**config.mk**
```make
export PLATFORM = sky130hd
export DESIGN_NAME = periph_bus_responder
export DESIGN_NICKNAME = d
export VERILOG_FILES = /design/src/rtl/periph_bus_responder.sv
export SDC_FILE = /design/constraint.sdc
export NUM_CORES = 1
export LEC_CHECK = 0
export ABC_CLOCK_PERIOD_IN_PS = 5400
export BUFFER_PORTS_ARGS = -buffer_cell sky130_fd_sc_hd__buf_4
export CAP_MARGIN = 20
export CELL_PAD_IN_SITES_DETAIL_PLACEMENT = 2
export CELL_PAD_IN_SITES_GLOBAL_PLACEMENT = 2
export CORE_UTILIZATION = 36
export DETAILED_ROUTE_END_ITERATION = 7
export GPL_TIMING_DRIVEN = 0
export HOLD_SLACK_MARGIN = 0.1
export PLACE_DENSITY = 0.91
export SLEW_MARGIN = 30
export SYNTH_ARGS = -nofsm -noshare
export SYNTH_HDL_FRONTEND = slang
export SYNTH_SLANG_ARGS = --single-unit
```
**constraint.sdc**
```tcl
create_clock -name clk -period 5.4 [get_ports clk]
set_input_delay 1.08 -clock clk [delete_from_list [all_inputs] [get_ports clk]]
set_output_delay 1.08 -clock clk [all_outputs]
set_load 0.02 [all_outputs]
```
**src/rtl/periph_bus_responder.sv**
```systemverilog
// Memory-mapped peripheral responder: reloadable timer with irq, LED and digit registers.
// Optional free-running SYSTICK counter at offset 0x14 is built when PERIPH_SYSTICK_EN is defined.
module periph_bus_responder #(
  parameter logic [31:0] BASE_ADDR = 32'h4000_0000,
  parameter int unsigned LED_W     = 8,
  parameter int unsigned DIG_W     = 12
) (
  input  logic             clk,
  input  logic             reset,
  input  logic             rd_en,
  input  logic             wr_en,
  input  logic [31:0]      addr,
  input  logic [31:0]      wdata,
  output logic [31:0]      rdata,
  output logic             hit,
  output logic             irq,
  output logic [LED_W-1:0] leds,
  output logic [DIG_W-1:0] digits
);

  typedef enum logic [2:0] {
    SEL_TH      = 3'd0,
    SEL_TL      = 3'd1,
    SEL_TCON    = 3'd2,
    SEL_LED     = 3'd3,
    SEL_DIG     = 3'd4,
    SEL_SYSTICK = 3'd5,
    SEL_RSV6    = 3'd6,
    SEL_RSV7    = 3'd7
  } reg_sel_e;

  logic [31:0]      r_th;
  logic [31:0]      r_tl;
  logic [2:0]       r_tcon;
  logic [LED_W-1:0] r_led;
  logic [DIG_W-1:0] r_dig;
  logic [31:0]      w_systick;

  logic     w_hit;
  logic     w_wr;
  reg_sel_e w_sel;
  logic     w_unused_addr;

  assign w_hit         = (addr[31:5] == BASE_ADDR[31:5]);
  assign w_wr          = wr_en & w_hit;
  assign w_sel         = reg_sel_e'(addr[4:2]);
  assign w_unused_addr = ^addr[1:0];

  assign hit    = w_hit;
  assign irq    = r_tcon[2];
  assign leds   = r_led;
  assign digits = r_dig;

  // Bus write is placed after the timer update so its NBA overrides a same-edge count/reload/status set.
  always_ff @(posedge clk or posedge reset) begin
    if (reset) begin
      r_th   <= '0;
      r_tl   <= '0;
      r_tcon <= '0;
      r_led  <= '0;
      r_dig  <= '0;
    end else begin
      if (r_tcon[0]) begin
        if (r_tl == '1) begin
          r_tl <= r_th;
          if (r_tcon[1]) r_tcon[2] <= 1'b1;
        end else begin
          r_tl <= r_tl + 32'd1;
        end
      end
      if (w_wr) begin
        case (w_sel)
          SEL_TH:   r_th   <= wdata;
          SEL_TL:   r_tl   <= wdata;
          SEL_TCON: r_tcon <= wdata[2:0];
          SEL_LED:  r_led  <= wdata[LED_W-1:0];
          SEL_DIG:  r_dig  <= wdata[DIG_W-1:0];
          default:  ;
        endcase
      end
    end
  end

`ifdef PERIPH_SYSTICK_EN
  logic [31:0] r_systick;

  always_ff @(posedge clk or posedge reset) begin
    if (reset) r_systick <= '0;
    else       r_systick <= r_systick + 32'd1;
  end

  assign w_systick = r_systick;
`else
  assign w_systick = '0;
`endif

  always_comb begin
    rdata = '0;
    if (rd_en && w_hit) begin
      case (w_sel)
        SEL_TH:      rdata = r_th;
        SEL_TL:      rdata = r_tl;
        SEL_TCON:    rdata = {29'd0, r_tcon};
        SEL_LED:     rdata = 32'(r_led);
        SEL_DIG:     rdata = 32'(r_dig);
        SEL_SYSTICK: rdata = w_systick;
        default:     rdata = '0;
      endcase
    end
  end

endmodule

```
==> impl_metrics.env, run 1 <==
export IMPL_track_usage_pct=31.20
export IMPL_vias_per_cell=6.236
export IMPL_yosysSeqAreaShare_pct=41.42
export IMPL_most_common_layout_cells="buf_4 (119), dfrtp_1 (87), mux2_2 (57)"
export IMPL_cts_tree="yes"
export IMPL_drtPass1Iterations=5
export IMPL_cts_reportedPaths_clkPinSlew_ps=70
export IMPL_post_cts_buffers=0
export IMPL_cts_root_buf="clkbuf_16"
export IMPL_ys_warn_count=0
export IMPL_stdcell_area_um2=6746
export IMPL_powerDensity_nw_per_um2=210.9
export IMPL_crit_fanout=10
export IMPL_synth_area_um2=5256
export IMPL_synth_edff_count=0
export IMPL_whs_endpoint="r_th[27]"
export IMPL_power_leakage_nw=2.895
export IMPL_hold_class="reg2reg"
export IMPL_clkLatencyLatePin_ps=360
export IMPL_dieWidth_um=122.8
export IMPL_netlist_instances=547
export IMPL_fin_worst_skew_ps=6.580
export IMPL_min_delay_start="r_th[27]"
export IMPL_ys_flop_type="dfrtp_1"
export IMPL_dp_hpwl_um=15570
export IMPL_utilization_pct=48.04
export IMPL_cap_violations=0
export IMPL_die_h_um=122.8
export IMPL_reg2reg_to="r_tl[25]"
export IMPL_core_um2=14040
export IMPL_numCtsBuffers=9
export IMPL_worst_pin_slew_ps=941.1
export IMPL_ys_types=61
export IMPL_crit_arrival_ps=3400
export IMPL_layout_area_seq_um2=2177
export IMPL_fin_nets=747
export IMPL_clock_sinks=87
export IMPL_synth_fp_nets=616
export IMPL_grt_pass1_wl_um=34600
export IMPL_dpl_cell_area_um2=6436
export IMPL_critPathLaunchType="primary input"
export IMPL_setup_worst_path_start="addr[15]"
export IMPL_cts_hold_buf=0
export IMPL_ant_nets=0
export IMPL_io_pins=122
export IMPL_layout_drive_gt1_share_pct=31.77
export IMPL_routabilityCongestion=0.8787
export IMPL_antenna_found_initial=0
export IMPL_drt_iter0_drc=297
export IMPL_holdWs_ps=548.1
export IMPL_post_cts_resized=0
export IMPL_slew_limit_headroom_pct=36.78
export IMPL_finalSetupViolCount=0
export IMPL_ir_drop_uv=144.0
export IMPL_ys_seq_elements=87
export IMPL_min_period_ps=4483
export IMPL_final_max_slew_violation_count=0
export IMPL_grt_max_degree=47
export IMPL_fillers=1502
export IMPL_htreeDepth=3
export IMPL_fin_crit_sh_pct=83.03
export IMPL_fin_setup_tns_ps=0
export IMPL_reg2reg_from="r_tl[0]"
export IMPL_vias=5382
export IMPL_syn2layout_area_growth_pct=28.35
export IMPL_grt_ovfl_total=0
export IMPL_numPortBuffers=119
export IMPL_status="finished, final reports clean"
export IMPL_diodes=0
export IMPL_wl_um=22170
export IMPL_criticalPathCategory="in2out"
export IMPL_postSynthAreaPerCell_um2=9.609
export IMPL_required_ps=4320
export IMPL_hold_violations=0
export IMPL_detail_route_wl_per_cell_um=25.68
export IMPL_min_path_cells=1
export IMPL_async_reset_ff_share_pct=100.0
export IMPL_drc=0
export IMPL_fmaxAchievable_ghz=0.2230
export IMPL_rsz0062_at_grt="no"
export IMPL_dieArea_um2=15090
export IMPL_start_util_pct=37.43
export IMPL_r2r_slack_ps=2630
export IMPL_final_common_cell="buf_4"
export IMPL_multi_input_area_um2=2910
export IMPL_std_cell_rows=43
export IMPL_grt_pass1_vias=6042
export IMPL_r2r_cells=7
export IMPL_p_total_mw=1.423
export IMPL_cts_buffer_depth=2
export IMPL_endpoint_kind="primary output"
[how the worst max path moves through the flow]
stage,to,cells after the start
finish,rdata[11],8
global route,rdata[11],8
CTS,rdata[11],8
detailed placement,rdata[11],8
global placement,leds[2],2
floorplan,rdata[10],6
[per-stage QoR]
step                      setup WS [ps]  cells
after floorplan                    1459    547
after global placement            919.0    846
after detailed placement          951.3    847
after CTS                         898.4    863
after global routing              818.1    863
final                             916.5    863
[flip-flops by register name (all words and copies together) (netlist names)]
name / count
r_tl: 32
leds: 8
digits: 12
r_th: 32
r_tcon: 3
[cells in the mapped netlist, drive strengths merged, types with 14 or more instances]
| master | count | area [um^2] |
|---|---|---|
| a211oi | 14 | 105.1 |
| a21oi | 28 | 140.1 |
| a22oi | 26 | 195.2 |
| clkbuf | 25 | 93.84 |
| dfrtp | 87 | 2177 |
| mux2 | 57 | 641.9 |
| mux2i | 16 | 160.2 |
| nand2 | 29 | 111.4 |
| nand4 | 17 | 133.9 |
| nor2 | 51 | 198.9 |
| nor3 | 21 | 110.1 |
| o21ai | 28 | 140.1 |
[routing by layer]
metal  wire (um)  GRT usage, %  up-vias
met5           0             0        -
met4         816         16.62        0
met3         982         5.716       63
met2       11040         53.23      174
met1        9328         37.13     2795
li1            -             -     2350
[layout make-up]
| cell class | instances | share of cell area (%) |
|---|---|---|
| multi-input combinational | 412 | 43.14 |
| sequential | 87 | 32.27 |
| timing repair buffer | 120 | 13.65 |
| clock buffer | 13 | 4.006 |
| tap | 180 | 3.338 |
| buffer | 36 | 2.263 |
| inverter | 12 | 0.7418 |
| clock inverter | 3 | 0.5935 |
[critical path, cell delays in order]
cell	delay [ps]
buf_4	110
nor4b_1	400
and4_1	410
and2_1	240
nand3_1	290
clkbuf_1	390
nor3_1	290
buf_4	180
[power by group]
group          total (mW)  internal (mW)  switching (mW)  leakage (nW)
logic               0.101         0.0442          0.0563          1.65
registers           0.653          0.652         0.00113          1.09
clock network       0.669          0.395           0.274         0.156
[logic make-up (layout without fill, tap and decap cells)]
group	after synthesis	count (layout)	synth area share [%]
AOI/OAI and AO/OA	153	153	19.71
muxes	73	73	15.26
DFF	87	87	41.42
xor gates and xnor gates	6	6	0.9999
adders and majority gates	1	1	0.2380
and+or+nand+nor	179	179	18.61
buffers and inverters	48	184	3.761
Power figures use the tool's default switching activity.
==> run 2: changes to the inputs <==
ABC_CLOCK_PERIOD_IN_PS = 4300   (was 5400)
CORE_UTILIZATION = 33   (was 36)
PLACE_DENSITY = 0.85   (was 0.91)
clock period = 4.3 ns   (was 5.4 ns; I/O delays follow)
==> impl_metrics.env, run 2 (same netlist as run 1, synthesis figures left out) <==
export IMPL_status="finished, final reports clean"
export IMPL_numPortBuffers=119
export IMPL_fin_crit_sh_pct=94.64
export IMPL_numCtsBuffers=9
export IMPL_drc=0
export IMPL_crit_fanout=10
export IMPL_powerDensity_nw_per_um2=257.6
export IMPL_drt_iter0_drc=281
export IMPL_diodes=0
export IMPL_track_usage_pct=27.74
export IMPL_core_um2=15370
export IMPL_critPathLaunchType="primary input"
export IMPL_reg2reg_from="r_tl[0]"
export IMPL_clkLatencyLatePin_ps=360
export IMPL_r2r_slack_ps=1450
export IMPL_ir_drop_uv=198.9
export IMPL_dieWidth_um=128.2
export IMPL_final_max_slew_violation_count=0
export IMPL_cts_root_buf="clkbuf_16"
export IMPL_post_cts_resized=0
export IMPL_required_ps=3440
export IMPL_fin_worst_skew_ps=8.037
export IMPL_start_util_pct=34.20
export IMPL_drtPass1Iterations=5
export IMPL_dp_hpwl_um=15820
export IMPL_vias_per_cell=5.906
export IMPL_slew_limit_headroom_pct=35.06
export IMPL_endpoint_kind="primary output"
export IMPL_cts_tree="yes"
export IMPL_dpl_cell_area_um2=6475
export IMPL_dieArea_um2=16440
export IMPL_layout_area_seq_um2=2177
export IMPL_grt_pass1_wl_um=34230
export IMPL_post_cts_buffers=0
export IMPL_grt_ovfl_total=0
export IMPL_cts_reportedPaths_clkPinSlew_ps=60
export IMPL_die_h_um=128.2
export IMPL_final_common_cell="buf_4"
export IMPL_rsz0062_at_grt="no"
export IMPL_clock_sinks=87
export IMPL_setup_worst_path_start="addr[15]"
export IMPL_min_period_ps=4069
export IMPL_antenna_found_initial=0
export IMPL_wl_um=21890
export IMPL_htreeDepth=3
export IMPL_multi_input_area_um2=2910
export IMPL_routabilityCongestion=0.8663
export IMPL_power_leakage_nw=2.884
export IMPL_cts_hold_buf=0
export IMPL_ant_nets=0
export IMPL_crit_arrival_ps=3210
export IMPL_detail_route_wl_per_cell_um=24.49
export IMPL_cap_violations=0
export IMPL_reg2reg_to="r_tl[25]"
export IMPL_fillers=1689
export IMPL_hold_violations=0
export IMPL_criticalPathCategory="in2out"
export IMPL_std_cell_rows=45
export IMPL_most_common_layout_cells="buf_4 (119), dfrtp_1 (87), mux2_2 (57)"
export IMPL_r2r_cells=7
export IMPL_grt_pass1_vias=5817
export IMPL_layout_drive_gt1_share_pct=31.77
export IMPL_finalSetupViolCount=0
export IMPL_grt_max_degree=46
export IMPL_fin_nets=747
export IMPL_io_pins=122
export IMPL_p_total_mw=1.744
export IMPL_syn2layout_area_growth_pct=28.83
export IMPL_stdcell_area_um2=6771
export IMPL_cts_buffer_depth=2
export IMPL_worst_pin_slew_ps=966.7
export IMPL_hold_class="in2async"
export IMPL_fmaxAchievable_ghz=0.2457
export IMPL_vias=5280
export IMPL_critPathCapture="rdata[11]"
[run 2: worst min-delay path by stage]
stage / startpoint / end / slack, ps / depth (start not counted)
2_1_floorplan: r_th[3] / r_th[3] / 500 / 1
3_3_place_gp: leds[6] / leds[6] / 520 / 1
3_5_place_dp: leds[6] / leds[6] / 530 / 1
4_1_cts: reset / digits[8] / 530 / 2
5_1_grt: reset / digits[8] / 550 / 2
6_report: reset / digits[8] / 520 / 2
[run 2: stage by stage]
stage	setup slack (ps)	TNS [ps]	utilization, %	cells	hold slack (ps)
after floorplan	799.5	0	-	547	495.9
after global placement	-7.421	-287.8	41.73	877	518.5
after detailed placement	263.5	0	42.12	878	529.0
after CTS	217.2	0	44.05	894	533.6
after global routing	58.84	0	44.05	894	548.4
final	230.6	0	44.05	894	521.5
[run 2: power by group]
part	switching (mW)	internal (mW)	total, mW
Sequential	0.00141	0.819	0.821
Combinational	0.0692	0.0554	0.125
Clock	0.344	0.455	0.799
Total	0.415	1.33	1.74
[run 2: worst max-delay path, cell delays in order]
cell,delay (ps)
buf_4,110
nor4b_1,380
and4_1,390
and2_1,210
nand3_1,310
clkbuf_1,440
nor3_1,320
buf_4,190
[run 2: cell type report]
cell class	count	area share, %
clock buffer	14	4.194
timing repair buffer	120	13.60
multi-input combinational	412	42.98
inverter	12	0.7391
sequential	87	32.15
clock inverter	2	0.1848
buffer	36	2.254
tap	211	3.899
[run 2: metal layers]
layer / global-route usage (%) / up-vias / part of all wire (%)
met4: 9.827 / 0 / 2.6
met3: 5.050 / 36 / 4.1
li1: - / 2347 / -
met2: 47.85 / 165 / 51
met1: 34.55 / 2732 / 43
met5: 0 / - / 0
==> run 3: changes to the inputs <==
REMOVE_ABC_BUFFERS = 1   (was unset)
SKIP_CTS_REPAIR_TIMING = 1   (was unset)
==> impl_metrics.env, run 3 (same netlist as run 1, synthesis figures left out) <==
export IMPL_status="finished, final reports clean"
export IMPL_hold_violations=0
export IMPL_endpoint_kind="primary output"
export IMPL_cap_violations=0
export IMPL_dpl_cell_area_um2=6422
export IMPL_track_usage_pct=25.51
export IMPL_power_switching_mw=0.4189
export IMPL_netSwitchingFraction_pct=24.80
export IMPL_internal_power_mw=1.270
export IMPL_dieWidth_um=128.2
export IMPL_cts_tree="yes"
export IMPL_fin_crit_sh_pct=87.38
export IMPL_layout_drive_gt1_share_pct=33.54
export IMPL_vias_per_cell=5.800
export IMPL_htreeDepth=3
export IMPL_stdcell_area_um2=6711
export IMPL_reg2reg_from="r_tl[5]"
export IMPL_ant_nets=0
export IMPL_fmaxAchievable_ghz=0.2662
export IMPL_crit_path_cell_trace="buf_4 -> nor4_1 -> and4_1 -> and2_1 -> nand3_4 -> nor3_1 -> buf_4"
export IMPL_worst_pin_slew_ps=1019
export IMPL_numPortBuffers=119
export IMPL_detail_route_wl_per_cell_um=23.38
export IMPL_cpPeakStageDelay_ps=420
export IMPL_power_frac_seq_pct=48.6
export IMPL_most_common_layout_cells="buf_4 (122), dfrtp_1 (86), mux2_2 (57)"
export IMPL_power_leakage_nw=2.849
export IMPL_r2r_cells=5
export IMPL_worst_slack_ps=542.7
export IMPL_grt_max_degree=47
export IMPL_fin_setup_tns_ps=0
export IMPL_die_h_um=128.2
export IMPL_grt_ovfl_total=0
export IMPL_final_max_slew_violation_count=0
export IMPL_p_clk_share_pct=44.0
export IMPL_final_common_cell="buf_4"
export IMPL_wl_um=20220
export IMPL_dieArea_um2=16440
export IMPL_fin_nets=717
export IMPL_cts_root_buf="clkbuf_16"
export IMPL_min_period_ps=3757
export IMPL_vias=5017
export IMPL_drc=0
export IMPL_critPathLaunchType="primary input"
export IMPL_drtPass1Iterations=4
export IMPL_antenna_found_initial=1
export IMPL_reg2reg_to="r_tl[10]"
export IMPL_syn2layout_area_growth_pct=27.68
export IMPL_clkLatencyLatePin_ps=360
export IMPL_slowest_stage="nor4_1"
export IMPL_core_um2=15370
export IMPL_grt_pass1_vias=5716
export IMPL_routabilityCongestion=0.8059
export IMPL_powerDensity_nw_per_um2=251.7
export IMPL_slew_limit_headroom_pct=31.81
export IMPL_required_ps=3440
export IMPL_io_pins=122
export IMPL_cts_buffer_depth=2
export IMPL_finalSetupViolCount=0
export IMPL_dp_hpwl_um=14520
export IMPL_rsz0062_at_grt="no"
export IMPL_crit_fanout=32
export IMPL_criticalPathCategory="in2out"
export IMPL_grt_pass1_wl_um=31760
export IMPL_p_total_mw=1.689
export IMPL_crit_arrival_ps=2900
export IMPL_critPathMostFrequentCell="buf_4"
export IMPL_drt_iter0_drc=217
export IMPL_std_cell_rows=45
export IMPL_fin_worst_skew_ps=12.48
export IMPL_cts_reportedPaths_clkPinSlew_ps=70
export IMPL_numCtsBuffers=9
export IMPL_holdWs_ps=508.6
export IMPL_dp_slack_ps=180.9
export IMPL_ir_drop_uv=251.5
export IMPL_r2r_slack_ps=1270
export IMPL_start_util_pct=34.20
export IMPL_clock_sinks=87
export IMPL_hold_class="in2async"
export IMPL_combinationalPowerShare_pct=7.5
[run 3: power groups by stage]
stage	combinational, mW	clock [mW]	sequential (mW)
after floorplan	0.0363	0	0.836
after global placement	0.114	0	0.836
after detailed placement	0.127	0	0.836
after CTS	0.127	0.762	0.820
after global routing	0.136	0.794	0.820
final	0.126	0.743	0.820
[run 3: worst max path at each step]
stage	slack, ps	from	endpoint
floorplan	370	addr[15]	rdata[10]
global placement	-1670	addr[3]	r_th[24]
detailed placement	180	addr[15]	rdata[9]
CTS	170	addr[7]	rdata[10]
global route	320	addr[15]	rdata[9]
finish	540	addr[7]	rdata[10]
[run 3: metrics by stage]
step | utilization (%) | std cells
3_5_place_dp | 41.78 | 848
3_3_place_gp | 40.73 | 841
6_report | 43.66 | 865
5_1_grt | 43.66 | 865
2_1_floorplan | - | 511
4_1_cts | 43.56 | 864
[run 3: final cells by class]
class / instances / area [um^2]
fillers: 1646 / 8660
multi-input cells: 412 / 2934
flip-flops and latches: 87 / 2178
repair buffers: 126 / 1010
well taps: 211 / 264.0
clock buffers: 10 / 229.0
inverters: 12 / 50.05
clock inverters: 6 / 43.79
diodes: 1 / 2.502
[run 3: per-layer routing]
metal | GRT usage (%) | vias up | wire (um)
met3 | 4.466 | 30 | 800
met4 | 11.90 | 0 | 485
met5 | 0 | - | 0
li1 | - | 2282 | -
met2 | 44.67 | 141 | 10510
met1 | 30.26 | 2564 | 8422
[run 3: worst max-delay path, delay by kind of cell]
family        cells  cell delay, ps
buf+inv           2             300
simple gates      5            1720
